$ cat config.mk
export PLATFORM = sky130hd
export DESIGN_NAME = ascon_core
export DESIGN_NICKNAME = d
export VERILOG_FILES = /design/src/rtl/ascon_pkg.sv /design/src/rtl/ascon_round.sv /design/src/rtl/ascon_core.sv
export SDC_FILE = /design/constraint.sdc
export NUM_CORES = 2
export LEC_CHECK = 0
export BUFFER_PORTS_ARGS = -buffer_cell sky130_fd_sc_hd__buf_2
export CAP_MARGIN = 0
export CORE_AREA = 2 2 275 277
export DETAILED_ROUTE_END_ITERATION = 10
export DIE_AREA = 0 0 277 279
export PLACE_DENSITY = 0.83
export SLEW_MARGIN = 20
export SYNTH_ARGS = -nofsm -noshare
export SYNTH_HDL_FRONTEND = slang
export SYNTH_HIERARCHICAL = 1
export SYNTH_SLANG_ARGS = --single-unit
$ cat constraint.sdc
create_clock -name clk -period 3.5 [get_ports clk]
set_input_delay 1.05 -clock clk [delete_from_list [all_inputs] [get_ports clk]]
set_output_delay 1.05 -clock clk [all_outputs]
set_load 0.01 [all_outputs]
$ cat src/rtl/ascon_pkg.sv
// Shared definitions for the Ascon-128a permutation engine: operation codes,
// FSM states, the initialization vector and the linear-layer rotations.
package ascon_pkg;

  typedef enum logic [2:0] {
    MODE_NONE        = 3'b000,
    MODE_INIT        = 3'b001,
    MODE_PERM_A      = 3'b010,
    MODE_PERM_B      = 3'b011,
    MODE_FINALIZE    = 3'b100,
    MODE_ABSORB      = 3'b101,
    MODE_ABSORB_LAST = 3'b110,
    MODE_DOMAIN_SEP  = 3'b111
  } mode_t;

  typedef enum logic [1:0] {
    ST_IDLE  = 2'd0,
    ST_RUN   = 2'd1,
    ST_FINAL = 2'd2
  } state_t;

  localparam logic [63:0] IV       = 64'h80800c0800000000;
  localparam logic [3:0]  ROUNDS_A = 4'd12;
  localparam logic [3:0]  ROUNDS_B = 4'd8;

  localparam int ROT0_A = 19, ROT0_B = 28;
  localparam int ROT1_A = 61, ROT1_B = 39;
  localparam int ROT2_A = 1,  ROT2_B = 6;
  localparam int ROT3_A = 10, ROT3_B = 17;
  localparam int ROT4_A = 7,  ROT4_B = 41;

  // Rotate a 64-bit word right by a fixed amount.
  function automatic logic [63:0] rotr(input logic [63:0] x, input int amt);
    return (x >> amt) | (x << (64 - amt));
  endfunction

  // Number of permutation rounds an operation runs.
  function automatic logic [3:0] mode_rounds(input mode_t m);
    case (m)
      MODE_INIT, MODE_PERM_A, MODE_FINALIZE: return ROUNDS_A;
      MODE_PERM_B, MODE_ABSORB:              return ROUNDS_B;
      default:                               return 4'd0;
    endcase
  endfunction

endpackage

$ cat src/rtl/ascon_round.sv
// One combinational Ascon round: constant addition, bitsliced S-box and
// linear diffusion layer. The round index selects the round constant.
module ascon_round
  import ascon_pkg::*;
(
  input  logic [63:0] x0_in,
  input  logic [63:0] x1_in,
  input  logic [63:0] x2_in,
  input  logic [63:0] x3_in,
  input  logic [63:0] x4_in,
  input  logic [3:0]  rnd,
  output logic [63:0] x0_out,
  output logic [63:0] x1_out,
  output logic [63:0] x2_out,
  output logic [63:0] x3_out,
  output logic [63:0] x4_out
);

  logic [63:0] a0, a1, a2, a3, a4;
  logic [63:0] t0, t1, t2, t3, t4;
  logic [63:0] b0, b1, b2, b3, b4;
  logic [63:0] c0, c1, c2, c3, c4;

  // Constant addition, S-box layer and linear layer as one flat network.
  always_comb begin
    a0 = x0_in ^ x4_in;
    a1 = x1_in;
    a2 = x2_in ^ {56'h0, 4'hf - rnd, rnd} ^ x1_in;
    a3 = x3_in;
    a4 = x4_in ^ x3_in;

    t0 = ~a0 & a1;
    t1 = ~a1 & a2;
    t2 = ~a2 & a3;
    t3 = ~a3 & a4;
    t4 = ~a4 & a0;

    b0 = a0 ^ t1;
    b1 = a1 ^ t2;
    b2 = a2 ^ t3;
    b3 = a3 ^ t4;
    b4 = a4 ^ t0;

    c0 = b0 ^ b4;
    c1 = b1 ^ b0;
    c2 = ~b2;
    c3 = b3 ^ b2;
    c4 = b4;

    x0_out = c0 ^ rotr(c0, ROT0_A) ^ rotr(c0, ROT0_B);
    x1_out = c1 ^ rotr(c1, ROT1_A) ^ rotr(c1, ROT1_B);
    x2_out = c2 ^ rotr(c2, ROT2_A) ^ rotr(c2, ROT2_B);
    x3_out = c3 ^ rotr(c3, ROT3_A) ^ rotr(c3, ROT3_B);
    x4_out = c4 ^ rotr(c4, ROT4_A) ^ rotr(c4, ROT4_B);
  end

endmodule

$ cat src/rtl/ascon_core.sv
// Iterative Ascon-128a permutation engine. One round per clock; key, nonce
// and data XORs happen at the start edge and in the FINAL cycle.
module ascon_core
  import ascon_pkg::*;
(
  input  logic         clk,
  input  logic         rst_n,
  input  logic [127:0] reg0_128b,
  input  logic [127:0] reg1_128b,
  input  logic [127:0] reg2_128b,
  input  logic [2:0]   operation_mode,
  input  logic         operation_ready,
  output logic [63:0]  S_0_reg,
  output logic [63:0]  S_1_reg,
  output logic [63:0]  S_2_reg,
  output logic [63:0]  S_3_reg,
  output logic [63:0]  S_4_reg,
  output logic         busy,
  output logic         done
);

  state_t      state, state_next;
  mode_t       mode_in, mode_q;
  logic        rdy_q, start, launch;
  logic [3:0]  rnd, n_rounds;
  logic [63:0] r0, r1, r2, r3, r4;
  logic [63:0] k_hi, k_lo, n_hi, n_lo, d_hi, d_lo;

  assign k_hi     = reg0_128b[127:64];
  assign k_lo     = reg0_128b[63:0];
  assign n_hi     = reg1_128b[127:64];
  assign n_lo     = reg1_128b[63:0];
  assign d_hi     = reg2_128b[127:64];
  assign d_lo     = reg2_128b[63:0];
  assign mode_in  = mode_t'(operation_mode);
  assign start    = operation_ready & ~rdy_q;
  assign launch   = (state == ST_IDLE) && start && (mode_in != MODE_NONE);
  assign n_rounds = mode_rounds(mode_in);

  ascon_round u_round (
    .x0_in  (S_0_reg),
    .x1_in  (S_1_reg),
    .x2_in  (S_2_reg),
    .x3_in  (S_3_reg),
    .x4_in  (S_4_reg),
    .rnd    (rnd),
    .x0_out (r0),
    .x1_out (r1),
    .x2_out (r2),
    .x3_out (r3),
    .x4_out (r4)
  );

  // FSM state register.
  always_ff @(posedge clk or negedge rst_n) begin
    if (!rst_n) state <= ST_IDLE;
    else        state <= state_next;
  end

  // Next state: zero-round modes skip RUN, the last round index is 11.
  always_comb begin
    state_next = state;
    case (state)
      ST_IDLE:  if (launch) state_next = (n_rounds != 4'd0) ? ST_RUN : ST_FINAL;
      ST_RUN:   if (rnd == 4'd11) state_next = ST_FINAL;
      ST_FINAL: state_next = ST_IDLE;
      default:  state_next = ST_IDLE;
    endcase
  end

  // Datapath: start-edge pre-op, one round per RUN cycle, post-op in FINAL.
  always_ff @(posedge clk or negedge rst_n) begin
    if (!rst_n) begin
      S_0_reg <= '0;
      S_1_reg <= '0;
      S_2_reg <= '0;
      S_3_reg <= '0;
      S_4_reg <= '0;
      busy    <= 1'b0;
      done    <= 1'b0;
      rdy_q   <= 1'b0;
      rnd     <= 4'd0;
      mode_q  <= MODE_NONE;
    end else begin
      rdy_q <= operation_ready;
      done  <= 1'b0;
      case (state)
        ST_IDLE: begin
          if (launch) begin
            mode_q <= mode_in;
            busy   <= 1'b1;
            rnd    <= 4'd12 - n_rounds;
            case (mode_in)
              MODE_INIT: begin
                S_0_reg <= IV;
                S_1_reg <= k_hi;
                S_2_reg <= k_lo;
                S_3_reg <= n_hi;
                S_4_reg <= n_lo;
              end
              MODE_FINALIZE: begin
                S_2_reg <= S_2_reg ^ k_hi;
                S_3_reg <= S_3_reg ^ k_lo;
              end
              MODE_ABSORB, MODE_ABSORB_LAST: begin
                S_0_reg <= S_0_reg ^ d_hi;
                S_1_reg <= S_1_reg ^ d_lo;
              end
              default: ;
            endcase
          end
        end
        ST_RUN: begin
          S_0_reg <= r0;
          S_1_reg <= r1;
          S_2_reg <= r2;
          S_3_reg <= r3;
          S_4_reg <= r4;
          rnd     <= rnd + 4'd1;
        end
        ST_FINAL: begin
          busy <= 1'b0;
          done <= 1'b1;
          case (mode_q)
            MODE_INIT, MODE_FINALIZE: begin
              S_3_reg <= S_3_reg ^ k_hi;
              S_4_reg <= S_4_reg ^ k_lo;
            end
            MODE_DOMAIN_SEP: S_4_reg <= S_4_reg ^ 64'h1;
            default: ;
          endcase
        end
        default: ;
      endcase
    end
  end

endmodule

==> results.md <==
* CP Launch Type: flop
* Die Y at ~280 um
* Final ANT Viol Nets at 0
* Fin crit period at 3.42 ns
* Wire per inst at 33.5 um
* Share of cells above drive strength 1 at a little over a quarter
* Count of final setup violators at 0
* Ys Warns at 6
* Synthesized area at about 38000 um^2
* Die Area at around 77000 um^2
* Cell with the most instances on the worst path: xnor2_1
* CP arrival at slightly below 4 ns
* Crit Reg-Reg Startpoint: rnd[0]
* Skew final at 0.0398 ns
* Mean Syn Cell Area at between 9 and 10 um^2
* CP Capture Type: flop
* Setup TNS at 0 ns
* CTS Buffer Depth at 3
* #FFs+latches synth at ~330
* DRT iter0 DRCs at roughly 5400
* Critical-path cell list: xnor2_1, ha_1, xnor2_1, xnor2_1, xnor3_1, a221oi_1, a21oi_1, mux2_2
* Pin count of the biggest net entering global routing at 88
* Post-DR vias/cell at 6.61
* Initial antenna violation count at 19
* Yosys top cell by area: dfrtp_1
* Hold Vio Cnt, Final at 0
* Sequential area share after synthesis at 21.9%
* Top cells by area, synth: dfrtp_1, xnor2_1, xnor3_1, xor2_1, ha_1
* First-pass detailed-route iteration total at 8
* First-pass GRT wire length at between 200000 and 300000 um
* Htree depth at 2
* Status: completed
* RSZ-0062 raised after global routing: no
* Final period util at 97.7%
* Syn nets at 4456
* Clock sinks at approximately 330
* Root Buffer: clkbuf_16
* Total CTS buffers at 44
* Vias in the first global route at 35600
* Rel. slew slack at 31.5%
* R2R Setup Slk at 0.08 ns
* Async S/R FF share, synth at 100%
* DRC viols at 0
* Port buffer count at 711
* CTS tree: done
* Worst-Skew Late Latency at 0.63 ns
* Share of the synthesized area in the top cell type at a little over a fifth
* Ports at 712
* Chip Width at 277 um
* Clock slew at reported path FFs at 0.06 ns
* Required time worst endpoint at 4.01 ns
* Final net count at 5300
* Most used DFF post-synth: dfrtp_1
* Total routed wirelength at 194000 um
* Synth-to-Final Area Change at 21.7%
* Worst Path Max Fanout at 6
* Least-Margin Pin Slew at 1.02 ns
* Post-CTS Repair Setup Buffers at 0
* Max Slew Vio Count at 0
* Post-synth EDFFs at 0
* Site row count at 100
* DR vias at 38300
* Min-Delay Path Class: primary input to async pin
* Synth cell types at 57
* CP max stage cell: xnor2_1
* Worst Setup Path Type: flop to flop
* Final Wtd Congestion at 1.08
* Post-synthesis cell count at 3933
* R2R depth at 8
* Gr ovfl total at 0
* Initial Util at 51.2%
* Core footprint at 74100 um^2
* Maximum clock frequency at 0.292 GHz
* Gr usage total at 48.9%
* Max-cap viol count at 0
* Reg-to-Reg End: S_3_reg[58]
* DP HPWL at ~150000 um
* Critical path's largest stage delay at 0.78 ns
synthesized netlist by cell type, types with 73 or more instances:
cell      number
xnor2_1      574
nand2_1      390
dfrtp_1      332
xor2_1       309
inv_1        219
xnor3_1      216
a31oi_1      193
nor2_1       191
clkbuf_1     162
o211ai_1     151
ha_1         133
nand3_1      130
mux2_2       103
mux2i_1       97
a21oi_1       73
final cells by class:
cell class	count	area [um^2]
Sequential cell	332	8310
Tap cell	969	1210
Timing Repair Buffer	1028	6320
Clock buffer	59	1270
Antenna cell	14	35.0
Inverter	221	835
Clock inverter	21	230
Fill cell	6243	27900
Multi-Input combinational cell	3150	28000
cell families after synthesis:
group | synth area share (%)
xor gates and xnor gates | 38.7
AOI/OAI and AO/OA | 12.9
and+or+nand+nor | 10.1
buffers and inverters | 4.71
adders and majority gates | 6.09
muxes | 5.67
DFF | 21.9
worst max-delay path by stage:
stage / from / to / slack, ns
after floorplan: rnd[2] / S_3_reg[56] / 0.81
final: rnd[0] / S_3_reg[58] / 0.08
after detailed placement: rnd[2] / S_3_reg[6] / 0.05
after global placement: rnd[2] / S_3_reg[6] / 0.04
after CTS: rnd[2] / S_3_reg[6] / 0.03
after global routing: rnd[0] / S_3_reg[58] / 0.04
placed cells by master, fill, tap and decap left out, types with 7 or more instances in the layout:
cell type	n
a21oi_1	73
a221o_1	60
a221oi_1	41
a22o_1	27
a31oi_1	193
a32oi_1	23
buf_12	30
buf_2	710
buf_4	287
clkbuf_16	45
clkbuf_8	9
clkinv_2	9
dfrtp_1	332
diode_2	14
ha_1	130
inv_1	219
maj3_1	51
maj3_2	12
mux2_2	103
mux2i_1	97
nand2_1	388
nand3_1	128
nor2_1	190
nor3_1	66
nor4b_1	59
o211ai_1	151
o21ai_0	35
o221a_2	7
o22ai_1	59
xnor2_1	573
xnor2_2	70
xnor3_1	216
xor2_1	308
xor3_1	40
per-layer routing:
metal / up-vias / share of wire, % / GRT usage (%)
met5: - / 0.050 / 0
met3: 806 / 12 / 11.6
met1: 18700 / 36 / 61.6
met2: 3166 / 43 / 74.8
met4: 14 / 8.7 / 32.8
li1: 15600 / - / -
worst max-delay path: cells and delay by family, from the launching register on:
| kind | cells | cell delay [ns] |
|---|---|---|
| adder cells (fa/ha/maj) | 1 | 0.33 |
| multiplexers | 1 | 0.26 |
| AO/OA/AOI/OAI | 2 | 0.35 |
| XOR/XNOR | 4 | 1.88 |
| flip-flops | 1 | 0.48 |
per-stage QoR:
| stage | util [%] | instances | setup WS (ns) | instance area (um^2) | hold WS, ns |
|---|---|---|---|---|---|
| 3_3_place_gp | 60.3 | 5700 | 0.0407 | 44700 | 0.548 |
| 4_1_cts | 62.3 | 5780 | 0.0304 | 46200 | 0.391 |
| 2_1_floorplan | - | 3933 | 0.809 | 38000 | 0.509 |
| 3_5_place_dp | 60.3 | 5700 | 0.0502 | 44700 | 0.550 |
| 5_1_grt | 62.4 | 5787 | 0.0414 | 46200 | 0.403 |
| 6_report | 62.4 | 5794 | 0.0803 | 46200 | 0.374 |
what timing repair did:
action / in CTS / in global routing
hold endpoints to repair: 0 / 0
resized for setup: 0 / 1
setup endpoints to repair: 0 / 2
hold buffers: 0 / 0
Power is not shown: default switching activity piles up to over one toggle a cycle in this logic, so the estimate is an artifact.
